## src/rtl/conv_result_reorder_if.sv

```systemverilog
// Handshake bundle between the convolution engine, the reorder buffer and
// the downstream consumer. The slave modport is the reorder buffer's view.
interface conv_result_reorder_if #(
    parameter int DATA_W = 16
);
    logic              in_valid;
    logic [DATA_W-1:0] in_data;
    logic              in_finish;
    logic              out_valid;
    logic              out_ready;
    logic [DATA_W-1:0] out_data;
    logic              out_last;
    logic              busy;
    logic              err;

    modport master (
        output in_valid, in_data, in_finish, out_ready,
        input  out_valid, out_data, out_last, busy, err
    );

    modport slave (
        input  in_valid, in_data, in_finish, out_ready,
        output out_valid, out_data, out_last, busy, err
    );
endinterface

```

## src/rtl/conv_result_reorder.sv

```systemverilog
// Reorder buffer for 3x3 convolution results: captures a serpentine-ordered
// frame (even rows left->right, odd rows right->left), optionally clamps
// negatives to zero, then streams the frame out in raster order.
module conv_result_reorder #(
    parameter int DATA_W = 16,
    parameter int OUT_W  = 5,
    parameter int OUT_H  = 5,
    parameter int RELU   = 0
) (
    input  logic                  clk,
    input  logic                  rst,
    conv_result_reorder_if.slave  bus
);
    localparam int N      = OUT_W * OUT_H;
    localparam int ADDR_W = (N > 1) ? $clog2(N) : 1;
    localparam int PTR_W  = $clog2(N + 1);
    localparam int COL_W  = (OUT_W > 1) ? $clog2(OUT_W) : 1;
    localparam int ROW_W  = (OUT_H > 1) ? $clog2(OUT_H) : 1;

    localparam logic [COL_W-1:0]  COL_LAST  = COL_W'(OUT_W - 1);
    localparam logic [PTR_W-1:0]  N_CNT     = PTR_W'(N);
    localparam logic [ADDR_W-1:0] ADDR_LAST = ADDR_W'(N - 1);

    typedef enum logic {
        FILL  = 1'b0,
        DRAIN = 1'b1
    } state_t;

    state_t              state_q, state_d;
    logic [ROW_W-1:0]    row_q, row_d;
    logic [COL_W-1:0]    col_q, col_d;
    logic [ADDR_W-1:0]   rd_ptr_q, rd_ptr_d;
    logic                out_valid_q, out_valid_d;
    logic                out_last_q, out_last_d;
    logic                busy_q, busy_d;
    logic                err_q, err_d;
    logic [DATA_W-1:0]   out_data_q, out_data_d;

    logic [DATA_W-1:0]   mem_q [N];

    logic [PTR_W-1:0]    fill_cnt;
    logic [PTR_W-1:0]    cnt_inc;
    logic [PTR_W-1:0]    fin_cnt;
    logic [COL_W-1:0]    wr_col;
    logic [ADDR_W-1:0]   wr_addr;
    logic [DATA_W-1:0]   wr_word;
    logic                wr_en;
    logic [ADDR_W-1:0]   nxt_ptr;
    logic [ADDR_W-1:0]   rd_addr;
    logic [DATA_W-1:0]   rd_word;

    // Write-side addressing: serpentine column fold and ReLU clamp.
    always_comb begin
        fill_cnt = PTR_W'(row_q) * PTR_W'(OUT_W) + PTR_W'(col_q);
        cnt_inc  = fill_cnt + PTR_W'(1);
        fin_cnt  = bus.in_valid ? cnt_inc : fill_cnt;
        wr_col   = row_q[0] ? (COL_LAST - col_q) : col_q;
        wr_addr  = ADDR_W'(PTR_W'(row_q) * PTR_W'(OUT_W) + PTR_W'(wr_col));
        wr_word  = ((RELU != 0) && bus.in_data[DATA_W-1]) ? '0 : bus.in_data;
        wr_en    = (state_q == FILL) && bus.in_valid;
    end

    // Read-side addressing: word 0 when a frame completes, else the next word.
    // A same-cycle write to the read address is forwarded (only possible when N=1).
    always_comb begin
        nxt_ptr = rd_ptr_q + ADDR_W'(1);
        rd_addr = (state_q == FILL) ? '0 : nxt_ptr;
        rd_word = (wr_en && (wr_addr == rd_addr)) ? wr_word : mem_q[rd_addr];
    end

    // Frame buffer storage; contents are intentionally not reset.
    always_ff @(posedge clk) begin
        if (wr_en) begin
            mem_q[wr_addr] <= wr_word;
        end
    end

    // Next-state logic for fill counters, drain pointer and output registers.
    always_comb begin
        state_d     = state_q;
        row_d       = row_q;
        col_d       = col_q;
        rd_ptr_d    = rd_ptr_q;
        out_valid_d = out_valid_q;
        out_last_d  = out_last_q;
        busy_d      = busy_q;
        err_d       = err_q;
        out_data_d  = out_data_q;

        case (state_q)
            FILL: begin
                if (bus.in_valid) begin
                    if (cnt_inc == N_CNT) begin
                        state_d     = DRAIN;
                        row_d       = '0;
                        col_d       = '0;
                        rd_ptr_d    = '0;
                        out_valid_d = 1'b1;
                        busy_d      = 1'b1;
                        out_last_d  = (N == 1);
                        out_data_d  = rd_word;
                    end else if (col_q == COL_LAST) begin
                        col_d = '0;
                        row_d = row_q + ROW_W'(1);
                    end else begin
                        col_d = col_q + COL_W'(1);
                    end
                end
                // Finish uses the count including a same-cycle word; a full count is legal.
                if (bus.in_finish && (fin_cnt != '0) && (fin_cnt != N_CNT)) begin
                    err_d = 1'b1;
                    row_d = '0;
                    col_d = '0;
                end
            end
            DRAIN: begin
                if (bus.in_valid) begin
                    err_d = 1'b1;
                end
                if (out_valid_q && bus.out_ready) begin
                    if (rd_ptr_q == ADDR_LAST) begin
                        state_d     = FILL;
                        rd_ptr_d    = '0;
                        out_valid_d = 1'b0;
                        out_last_d  = 1'b0;
                        busy_d      = 1'b0;
                    end else begin
                        rd_ptr_d   = nxt_ptr;
                        out_data_d = rd_word;
                        out_last_d = (nxt_ptr == ADDR_LAST);
                    end
                end
            end
            default: state_d = FILL;
        endcase
    end

    // State and output registers with synchronous reset.
    always_ff @(posedge clk) begin
        if (rst) begin
            state_q     <= FILL;
            row_q       <= '0;
            col_q       <= '0;
            rd_ptr_q    <= '0;
            out_valid_q <= 1'b0;
            out_last_q  <= 1'b0;
            busy_q      <= 1'b0;
            err_q       <= 1'b0;
            out_data_q  <= '0;
        end else begin
            state_q     <= state_d;
            row_q       <= row_d;
            col_q       <= col_d;
            rd_ptr_q    <= rd_ptr_d;
            out_valid_q <= out_valid_d;
            out_last_q  <= out_last_d;
            busy_q      <= busy_d;
            err_q       <= err_d;
            out_data_q  <= out_data_d;
        end
    end

    assign bus.out_valid = out_valid_q;
    assign bus.out_last  = out_last_q;
    assign bus.out_data  = out_data_q;
    assign bus.busy      = busy_q;
    assign bus.err       = err_q;
endmodule

```

## src/flat_wrapper.sv

```systemverilog
// flat-port wrapper written by rule: the top's interface ports become plain ports
module conv_result_reorder_flat 
#(
    parameter int DATA_W = 16,
    parameter int OUT_W  = 5,
    parameter int OUT_H  = 5,
    parameter int RELU   = 0
)
  (clk, rst, bus_in_valid, bus_in_data, bus_in_finish, bus_out_ready, bus_out_valid, bus_out_data, bus_out_last, bus_busy, bus_err);
  conv_result_reorder_if #(.DATA_W(DATA_W)) bus_i ();
  input  logic clk;
  input  logic rst;
  input wire logic [$bits(bus_i.in_valid)-1:0] bus_in_valid;
  input wire logic [$bits(bus_i.in_data)-1:0] bus_in_data;
  input wire logic [$bits(bus_i.in_finish)-1:0] bus_in_finish;
  input wire logic [$bits(bus_i.out_ready)-1:0] bus_out_ready;
  output wire logic [$bits(bus_i.out_valid)-1:0] bus_out_valid;
  output wire logic [$bits(bus_i.out_data)-1:0] bus_out_data;
  output wire logic [$bits(bus_i.out_last)-1:0] bus_out_last;
  output wire logic [$bits(bus_i.busy)-1:0] bus_busy;
  output wire logic [$bits(bus_i.err)-1:0] bus_err;
  assign bus_i.in_valid = bus_in_valid;
  assign bus_i.in_data = bus_in_data;
  assign bus_i.in_finish = bus_in_finish;
  assign bus_i.out_ready = bus_out_ready;
  assign bus_out_valid = bus_i.out_valid;
  assign bus_out_data = bus_i.out_data;
  assign bus_out_last = bus_i.out_last;
  assign bus_busy = bus_i.busy;
  assign bus_err = bus_i.err;
  conv_result_reorder #(.DATA_W(DATA_W), .OUT_W(OUT_W), .OUT_H(OUT_H), .RELU(RELU)) u_core (.clk(clk), .rst(rst), .bus(bus_i));
endmodule
```

## config.mk

```make
export PLATFORM = sky130hd
export DESIGN_NAME = conv_result_reorder_flat
export DESIGN_NICKNAME = d
export VERILOG_FILES = /design/src/rtl/conv_result_reorder_if.sv /design/src/rtl/conv_result_reorder.sv /design/src/flat_wrapper.sv
export SDC_FILE = /design/constraint.sdc
export NUM_CORES = 1
export LEC_CHECK = 0
export CAP_MARGIN = 40
export CORE_MARGIN = 3
export CORE_UTILIZATION = 55
export DETAILED_ROUTE_END_ITERATION = 8
export PLACE_DENSITY = 0.81
export SKIP_LAST_GASP = 1
export SYNTH_ARGS = -nofsm -noshare
export SYNTH_HDL_FRONTEND = slang
export SYNTH_SLANG_ARGS = --single-unit
```

## constraint.sdc

```tcl
create_clock -name clk -period 10.4 [get_ports clk]
set_clock_uncertainty 0.1 [all_clocks]
set_input_delay 3.12 -clock clk [delete_from_list [all_inputs] [get_ports clk]]
set_output_delay 3.12 -clock clk [all_outputs]
set_load 0.005 [all_outputs]
```

; ---- Word-level counts from Yosys, hierarchy flattened
; Memory sizes are Yosys's and may differ from the RTL's.
; Cells that the tools add are included.
[op_classes]
addsub = 7
multipliers = 1
div_mod_pow = 0
order_cmp = 0
eq_ne = 13
shift = 0
n_mux = 42
bitwise = 1
n_reduce_logical = 14
[ops]
columns = op, count
row1 = two-way mux 16 bit, 5
row2 = case mux 16 bit (2 select lines), 1
row3 = two-way mux 5 bit, 6
row4 = two-way mux 3 bit, 9
row5 = two-way mux 1 bit, 16
row6 = "equality test 5 bit, second input constant", 3
row7 = "!= test 2 bit, second input constant", 7
row8 = "adder 5 x 1 -> 5 bit, second input constant", 2
row9 = adder 5 x 3 -> 5 bit, 2
row10 = case mux 5 bit (2 select lines), 1
row11 = case mux 1 bit (2 select lines), 4
row12 = AND reduction 4 bit, 2
row13 = "adder 3 x 1 -> 3 bit, second input constant", 2
row14 = AND reduction 3 bit, 2
row15 = equality test 5 bit, 1
row16 = logical AND 1 bit, 5
row17 = "multiplier 3 x 3 -> 5 bit, second input constant", 1
row18 = "!= test 5 bit, second input constant", 1
row19 = nonzero test 5 bit, 1
row20 = AND reduction 2 bit, 2
row21 = "equality test 3 bit, second input constant", 1
row22 = nonzero test 3 bit, 1
row23 = "subtractor 3 bit, first input constant", 1
row24 = nonzero test 2 bit, 1
row25 = NOT 1 bit, 1
[word_totals]
ff_bits = 31
latchBits = 0
mem_bits_rw = 400
mem_bits_ro = 0
output_inout_bits = 20
elab_cells = 87
n_memories = 1
[mem_list]
columns = memory, words, width, rd, rd_clocked_by_memory_dff, wr, line_no
row1 = u_core.mem_q, 25, 16, 1, 0, 1, conv_result_reorder.sv:39  ; logic [DATA_W-1:0] mem_q [N];

; ---- Longest topological paths before layout
[logic_depth]
word_depth = 9
ltp_mapped = 14
depth_no_buf = 13

; ---- Worst setup path after synthesis
; Ideal clock, no wire load.
[synth_timing]
path_kind = in2reg
startpoint = input bus_in_valid
endpoint = register u_core.out_data_q[10], in the netlist u_core.bus.out_data[10]
arrival_ps = 5327
required_time_ps = 10209
setup_slack_ps = 4882
stages = 8
n_path_buf = 2
cell_sequence = buf_2 -> inv_2 -> nor2_1 -> nand4_1 -> nor3_1 -> clkbuf_1 -> a21oi_1 -> a311oi_1
[synth_via]
elab_chain_len = 6
word_cells_on_any_way = 10
cone_classes = eq/ne: 1 / mux: 6 / reduce/logical: 3
[synth_lines]
columns = item, line_no
row1 = from (decl), flat_wrapper.sv:13  ; input wire logic [$bits(bus_i.in_valid)-1:0] bus_in_valid;
row2 = logical AND 1 bit, conv_result_reorder.sv:60  ; wr_en = (state_q == FILL) && bus.in_valid;
row3 = logical AND 1 bit, conv_result_reorder.sv:68  ; rd_word = (wr_en && (wr_addr == rd_addr)) ? wr_word : mem_q[rd_addr];
row4 = two-way mux 16 bit, conv_result_reorder.sv:68
row5 = two-way mux 16 bit (on tied branches), "conv_result_reorder.sv:121, conv_result_reorder.sv:93"
row6 = two-way mux 16 bit (on tied branches), "conv_result_reorder.sv:120, conv_result_reorder.sv:92"
row7 = case mux 16 bit (2 select lines), conv_result_reorder.sv:90  ; case (state_q)
row8 = to (signal assigned), conv_result_reorder.sv:159  ; out_data_q <= out_data_d;
row9 = to (decl), conv_result_reorder.sv:37  ; logic [DATA_W-1:0] out_data_q, out_data_d;
; Several ways; a longest one is shown, not always the timed one. The select of a mux whose other input is x is not followed.
; A chain may end at the register's enable or synchronous reset.

; ---- Worst setup path in the final report
[layout_timing]
startpoint = input bus_in_valid
endpoint = register u_core.out_data_q[7], in the netlist u_core.bus.out_data[7]
; Same word-level chain as after synthesis.

==> metrics.txt <==
status=finished clean; die height=approximately 190 um; IO Pins=slightly above 40; total design power=around 3.4 mW; largest net degree at the start of global routing=62; Mean Syn Cell Area=15.20 sq um; layout cells sized above 1=roughly 14%; sequential fraction of the synthesis area=between 70% and 80%; worst vdd ir=roughly 0.00015 V; register area=approximately 13,000 sq um; Rel. slew slack=between 30 and 40%; deepest clock path buffer count=3; CTS tree=built; DP HPWL=24.08 mm; synthesized area=17,840 sq um; leading post-synthesis cells by cell area=edfxtp_1 67%, mux4_2 6.4%, dfxtp_1 3.5%, nand2_1 2.5%, mux2i_1 1.9%; WL per Instance=23.64 um; CTS Hold Bufs=0; Fill cells=between 2,000 and 2,500; vias in the first global route=~11,000; internal power=2.702 mW; post-CTS setup buffer count=0; Setup CP Type=input pin to flip-flop; multi-input logic area=a little under 5000 sq um; Root Driver=clkbuf_16; Iter 0 DRT Violations=approximately 1,200; Yosys top cell area share=just under 70%; port buffer count=40; Post-Synthesis Cells=1,174; post-synth net total=1,214; drt drc=0; via count=10,820; Setup TNS Final=0 ps; Hold Vio Cnt, Final=0; Slew @ Worst Pin=a little over 900 ps; Leak Pwr=approximately 6.4 nW; CP Cell Sequence=clkdlybuf4s50_1 > inv_2 > nor2_1 > nand4_1 > nor3_2 > buf_4 > and3b_1 > o21ai_1 > a311oi_1; Die Wd=between 150 and 200 um; Tmin final=~5500 ps; crit start category=input pin; Final Cycle Share=52.67%; first-pass GRT wire length=~62 mm; Buf/Inv on CP=3; sequential share of power=56.4%; main flop type after synthesis=edfxtp_1; crit path capture type=flip-flop; Final GP Congestion=around 0.85; clock power share=between 40% and 50%; Antenna Nets Post-Route=0; Slowest cell on crit path=clkdlybuf4s50_1; Overall Global Routing Usage=a little under a quarter; critical path arrival=5770 ps; num rows=between 60 and 70; FF+latch count, synth=around 430; remaining global-route overflow=0; CP delay by family, top=buffers and inverters; area leader, netlist=edfxtp_1; fin. max-slew vios=0; mean number of vias per cell=between 6 and 7; core area=31,800 sq um; Util after Layout=a little under two thirds; clk_lat worst skew=roughly 540 ps; worst slack at placement=4456 ps; CTS sink count=between 400 and 500; Post-synth EDFFs=400; Combinational Power Share=roughly 2.5%; CP required=about 11,000 ps; synth warn=0; Reg clk slew, reported paths=~70 ps; drt first pass iters=6; Inserted Diodes=0; endpoints failing setup=0; final worst setup slack=4923 ps; H-tree depth=2; ys async rst share=0%; post-layout net count=around 1,300; Crit Path Max Fanout=48; Sw Share=roughly a fifth; RSZ-0062 raised after global routing=no; max-cap violations=0; cts bufs inserted=~40; worst min path class=flip-flop to flip-flop; number of antenna violations at the first check in global routing=1; Layout Area Growth over Synthesis=13.17%; P per Cell Area=about 170 nW/um^2; net load switching power=roughly 680 uW; Synth cell types=63; Max Freq=182.6 MHz; initial core utilization=between 50% and 60%; WL final=around 40 mm; CTS-repair resized insts=0; CP peak stage delay=approximately 670 ps; die area=approximately 35,000 sq um
-- state kept, by name (all words and copies together), names as in the netlist --
signal,count
u_core.state_q,1
u_core.bus.err,1
u_core.bus.out_last,1
u_core.rd_ptr_q,5
u_core.col_q,3
u_core.row_q,3
u_core.mem_q,400
u_core.bus.out_data,16
u_core.bus.out_valid,1
-- power by group through the flow --
stage                     Combinational (mW)  Sequential (mW)  Clock (mW)
final                                 0.0846             1.91        1.39
after CTS                             0.0836             1.91        1.41
after global routing                  0.0927             1.91        1.48
after global placement                0.0777             1.94           0
after floorplan                       0.0336             1.94           0
after detailed placement              0.0832             1.94           0
-- tightest hold or removal path, stage by stage (launching register included) --
cell and delay, ps:
dfxtp_1 310, nand2_1 50, a21oi_1 50
-- worst paths after layout --
check	to	start	depth (start not counted)	slack, ps
worst max-delay path	u_core.bus.out_data[7]	bus_in_valid	9	4920
worst min-delay path	u_core.bus.out_last	u_core.bus.out_last	2	350
worst max register to register	u_core.bus.out_data[1]	u_core.rd_ptr_q[0]	10	5380
worst min register to register	u_core.bus.out_last	u_core.bus.out_last	2	350
-- routing by layer --
layer  part of all wire, %  global-route usage (%)  up-vias
met1                    38                   31.31     5452
met2                    51                   40.02      525
met4                   3.4                   9.056        2
met5                 0.030                       0        -
li1                      -                       -     4742
met3                   7.8                   3.967      101
-- logic make-up (layout without fill, tap and decap cells) --
kind of cell / count (synthesis) / after routing / share of synthesized area (%)
xor+xnor: 14 / 14 / 0.7714
fa+ha+maj: 19 / 19 / 1.417
flops: 431 / 431 / 70.80
mux: 85 / 85 / 8.352
buf+inv: 93 / 179 / 2.167
compound gates: 242 / 242 / 9.222
simple gates: 290 / 290 / 7.272
-- metrics by stage --
stage | hold slack, ps | instances | area, sq um
4_1_cts | 361.3 | 1694 | 20180
6_report | 352.7 | 1695 | 20190
2_1_floorplan | 348.2 | 1174 | 17840
3_5_place_dp | 353.8 | 1619 | 18930
5_1_grt | 379.7 | 1695 | 20190
3_3_place_gp | 339.7 | 1612 | 18820
-- cells in the final DEF, fill, tap and decap left out, types with 7 or more instances in the layout --
| master | netlist | layout |
|---|---|---|
| a21oi_1 | 56 | 56 |
| a221oi_1 | 14 | 14 |
| a311oi_1 | 30 | 30 |
| buf_4 | 3 | 43 |
| clkbuf_1 | 51 | 9 |
| clkbuf_16 | 0 | 42 |
| clkdlybuf4s50_1 | 0 | 40 |
| clkinv_1 | 1 | 13 |
| clkinv_2 | 0 | 7 |
| dfxtp_1 | 31 | 29 |
| edfxtp_1 | 400 | 400 |
| ha_1 | 17 | 17 |
| inv_1 | 11 | 11 |
| mux2i_1 | 33 | 33 |
| mux4_2 | 51 | 51 |
| nand2_1 | 119 | 118 |
| nand2b_1 | 17 | 17 |
| nand3_1 | 51 | 51 |
| nand4_1 | 9 | 9 |
| nor2_1 | 65 | 63 |
| o21ai_0 | 62 | 62 |
| o221ai_1 | 27 | 27 |
| o311ai_0 | 10 | 10 |
-- cells in the mapped netlist, types with 2 or more instances --
master and n:
a211oi_1 3, a21o_1 5, a21oi_1 56, a221o_1 2
a221oi_1 14, a22oi_1 4, a311oi_1 30, a31oi_1 4
and2_1 4, and3_1 3, and3b_1 2, buf_1 5
buf_2 21, buf_4 3, clkbuf_1 51, dfxtp_1 31
edfxtp_1 400, fa_1 2, ha_1 17, inv_1 11
mux2i_1 33, mux4_2 51, nand2_1 119, nand2b_1 17
nand3_1 51, nand3b_1 2, nand4_1 9, nor2_1 65
nor2b_1 5, nor3_1 3, nor4_1 2, o211ai_1 2
o21ai_0 62, o21ai_1 4, o221ai_1 27, o311ai_0 10
o311ai_1 3, o31ai_1 2, or3_1 5, xnor2_1 7
xor2_1 5
-- area by class of cell --
type | instances | share of cell area, %
Clock buffer | 51 | 5.372
Clock inverter | 24 | 0.8117
Inverter | 13 | 0.2417
Multi-Input combinational cell | 650 | 24.10
Sequential cell | 431 | 62.60
Tap cell | 435 | 2.695
Timing Repair Buffer | 91 | 4.183
No activity file was read; power rests on OpenSTA's default activity.
==> edit 1 (config.mk and constraints unchanged) <==
`OUT_H` is set to 5 in 2 places; all go to 10.
--- a/src/rtl/conv_result_reorder.sv
+++ b/src/rtl/conv_result_reorder.sv
@@ -5,5 +5,5 @@
     parameter int DATA_W = 16,
     parameter int OUT_W  = 5,
-    parameter int OUT_H  = 5,
+    parameter int OUT_H  = 10,
     parameter int RELU   = 0
 ) (
--- a/src/flat_wrapper.sv
+++ b/src/flat_wrapper.sv
@@ -4,5 +4,5 @@
     parameter int DATA_W = 16,
     parameter int OUT_W  = 5,
-    parameter int OUT_H  = 5,
+    parameter int OUT_H  = 10,
     parameter int RELU   = 0
 )
Behaviour: same outputs for any inputs over 4 cycles, from zero or initial values and one cycle with rst high; that may be too few to reach the edited logic, so the function may still have changed.
==> edit 1 against the original RTL <==
Sequential power increased by 93%; cell area increased by 85%; non-clock buffer count increased by 36; critical path depth decreased by 1; sequential cell count increased by 402; synthesized area increased by 86%; wire length increased by 100%; power increased by 97%; count of clock-buffer cells in the layout increased by 56; setup slack got worse by 0.027 ns; clock power increased by 100%; critical path type unchanged; largest power group unchanged.
==> edit 1: results (changes against the original RTL) <==
[run_status]
status = finished, final reports clean  ; unchanged

[layout]
drive_gt1_frac = 0.177  ; was 0.139
largest_reg_flops = 800  ; was 400
fillers = 3880  ; was 2184
fin_util = 0.630  ; was 0.635
nNetsFinal = 2046  ; was 1268

[pwr]
power_switching_mw = 1.32  ; was 678 µW
leakagePower_nw = 11.7  ; was 6.41 nW
irDropWorstVdd_uv = 183  ; was 155 µV

[critical_path]
r2r_cells = 9  ; was 10
cp-endpoint = u_core.bus.out_data[0]  ; was u_core.bus.out_data[7]
crit_fanout = 13  ; was 48
critical-path-top-delay-family = simple AND/OR/NAND/NOR gates  ; was buffers and inverters
r2r_slack_ns = 5.59  ; was 5.38 ns

[logic_synthesis]
synthAdderAreaFrac = 0.00859  ; was 0.0142
synthTopCellsByArea = edfxtp_1, mux4_2, o221ai_1  ; was edfxtp_1, mux4_2, dfxtp_1
ys_types = 67  ; was 63
ys_seq_area_frac = 0.744  ; was 0.708
synth_xor_area_frac = 0.00569  ; was 0.00771
synth_edf_count = 800  ; was 400
synth.net_count = 1973  ; was 1214
synth_common_cells = edfxtp_1, nor2_1, o221ai_1  ; was edfxtp_1, nand2_1, nor2_1
synth_compound_area_frac = 0.0808  ; was 0.0922
synthMuxAreaShare = 0.0848  ; was 0.0835

[grt]
grt_pass1_wl_um = 121000  ; was 62300 µm
grt_pass1_vias = 18800  ; was 10700

[clock_tree]
cts_inserted_buffers = 80  ; was 41

[routing]
wl_per_cell_um = 28.5  ; was 23.6 µm
drt_iter0_markers = 2801  ; was 1176

[timing]
timing.final.ws_setup_ns = 4.90  ; was 4.92 ns
slew_headroom = 0.247  ; was 0.377

[placement]
gp_congestion = 0.868  ; was 0.853
dp_cells = 2694  ; was 1619
dp_worst_setup_slack_ns = 4.31  ; was 4.46 ns
dpl-instance-area_mm2 = 0.0349  ; was 0.0189 mm²

-- edit 1: cell types whose count changed in the layout (fill, tap and decap cells not counted), moves of 35 or more --
| cell | delta |
|---|---|
| clkbuf_16 | +39 |
| edfxtp_1 | +400 |
| mux4_2 | +65 |
| nand3_1 | +39 |
| nor2_1 | +74 |
| o21ai_0 | -46 |
| o221ai_1 | +92 |
| o22ai_1 | +35 |
-- edit 1: routing by layer --
| layer | track usage | part of all wire | vias up |
|---|---|---|---|
| li1 | - | - | 8020 |
| met1 | 0.353 | 0.37 | 9715 |
| met2 | 0.424 | 0.49 | 1267 |
| met3 | 0.0570 | 0.11 | 198 |
| met4 | 0.0794 | 0.034 | 0 |
| met5 | 0 | 0 | - |
-- edit 1: layout make-up --
class / count / area share
diodes: 1 / 0.0000669
multi-input cells: 945 / 0.210
well taps: 773 / 0.0259
repair buffers: 127 / 0.0342
inverters: 17 / 0.00177
clock buffers: 107 / 0.0571
flip-flops and latches: 833 / 0.660
clock inverters: 42 / 0.0109
==> edit 2 (same flow settings) <==
Made on the original files. `out_data_q` no longer has a reset.
--- a/src/rtl/conv_result_reorder.sv
+++ b/src/rtl/conv_result_reorder.sv
@@ -147,5 +147,4 @@
             busy_q      <= 1'b0;
             err_q       <= 1'b0;
-            out_data_q  <= '0;
         end else begin
             state_q     <= state_d;
@@ -157,6 +156,9 @@
             busy_q      <= busy_d;
             err_q       <= err_d;
-            out_data_q  <= out_data_d;
         end
+    end
+
+    always_ff @(posedge clk) begin
+        out_data_q <= out_data_d;
     end
 
Behaviour: same outputs for any inputs over 4 cycles, from zero or initial values and one cycle with rst high; that may be too few to reach the edited logic, so the function may still have changed.
==> edit 2 against the original RTL <==
Synthesized area decreased by 0.11%; largest power group unchanged; sequential cell count unchanged; highest routed layer unchanged; non-clock buffer count unchanged; wire length increased by 6.8%; cell area decreased by 0.12%; setup slack got worse by 0.049 ns; power increased by 1.9%; largest cell class unchanged.
==> edit 2: results (changes against the original RTL) <==
[grt]
grtUsageMet2 = 0.389  ; was 0.400
grt_use_met3 = 0.0637  ; was 0.0397
gr-usage-all-layers = 0.251  ; was 0.237
grt_pass1_wl_um = 64400  ; was 62300 µm
grt_max_degree = 68  ; was 62
gr-usage-met1 = 0.345  ; was 0.313
grt_pass1_vias = 10700  ; about the same

[layout]
comb.multi_input.count = 640  ; was 650
nNetsFinal = 1257  ; was 1268
clock_area_frac = 0.0637  ; was 0.0618
seq_area_mm2 = 0.0128  ; was 0.0126 mm²
multiInputGateArea_mm2 = 0.00466  ; was 0.00487 mm²
instances_no_fill = 1650  ; was 1695
clock_buffers = 44  ; was 51
fillers = 2135  ; was 2184

[critical_path]
crit_fanout = 13  ; was 48
cpPeakStageDelay_ns = 0.76  ; was 0.67 ns
arrival_ns = 5.68  ; was 5.77 ns
critical-path-top-delay-family = simple AND/OR/NAND/NOR gates  ; was buffers and inverters
cp-endpoint = u_core.mem_q[5][4]  ; was u_core.bus.out_data[7]

[routing]
drt_iter0_markers = 1569  ; was 1176
routed_via_density = 6.64  ; was 6.38
wl_per_cell_um = 25.9  ; was 23.6 µm

[logic_synthesis]
ys_seq_area_frac = 0.718  ; was 0.708
avgSynthCellArea_um2 = 15.4  ; was 15.2 µm²
synth_edf_count = 416  ; was 400
synthTopCellsByArea = edfxtp_1, mux2_2, o221ai_1  ; was edfxtp_1, mux4_2, dfxtp_1
ys_types = 64  ; was 63
synth_common_cells = edfxtp_1, nand2_1, o21ai_0  ; was edfxtp_1, nand2_1, nor2_1

[pwr]
leakagePower_nw = 6.40  ; was 6.41 nW
irDropWorstVdd_uv = 107  ; was 155 µV

[run_status]
status = finished, final reports clean  ; unchanged

[timing]
period_needed_ns = 5.53  ; was 5.48 ns

[placement]
dp_worst_setup_slack_ns = 4.39  ; was 4.46 ns
dp_cells = 1575  ; was 1619
dpl-instance-area_mm2 = 0.0189  ; about the same
gp_congestion = 0.892  ; was 0.853
post-dp-hpwl_um = 24900  ; was 24100 µm

[floorplanning]
core_area_mm2 = 0.0317  ; was 0.0318 mm²

[edit 2: cell count changes after synthesis, sizes merged, moves of 21 or more]
cell	unedited run	this run
a311oi	30	1
mux2	1	61
o22ai	1	35
a21oi	57	36
nand3	51	29
mux4	51	16
[edit 2: logic make-up (layout without fill, tap and decap cells)]
logic type | Yosys count | count (layout) | share of synthesized area
multiplexers | 98 | 98 | 0.0706
buffers and inverters | 86 | 177 | 0.0234
flip-flops | 431 | 431 | 0.718
adder cells (fa/ha/maj) | 19 | 19 | 0.0142
AO/OA/AOI/OAI | 291 | 291 | 0.110
XOR/XNOR | 16 | 16 | 0.0110
AND/OR/NAND/NOR | 216 | 216 | 0.0531
[edit 2: where the power goes]
group	switching, mW	internal (mW)
clock network	0.625	0.792
registers	0.00471	1.92
logic	0.0757	0.0314
[edit 2: per-layer routing]
metal	routed length, µm	share of wire	up-vias
li1	-	-	4718
met1	16400	0.38	5326
met2	19900	0.47	753
met3	4740	0.11	151
met4	1710	0.040	2
met5	11	0.00026	-
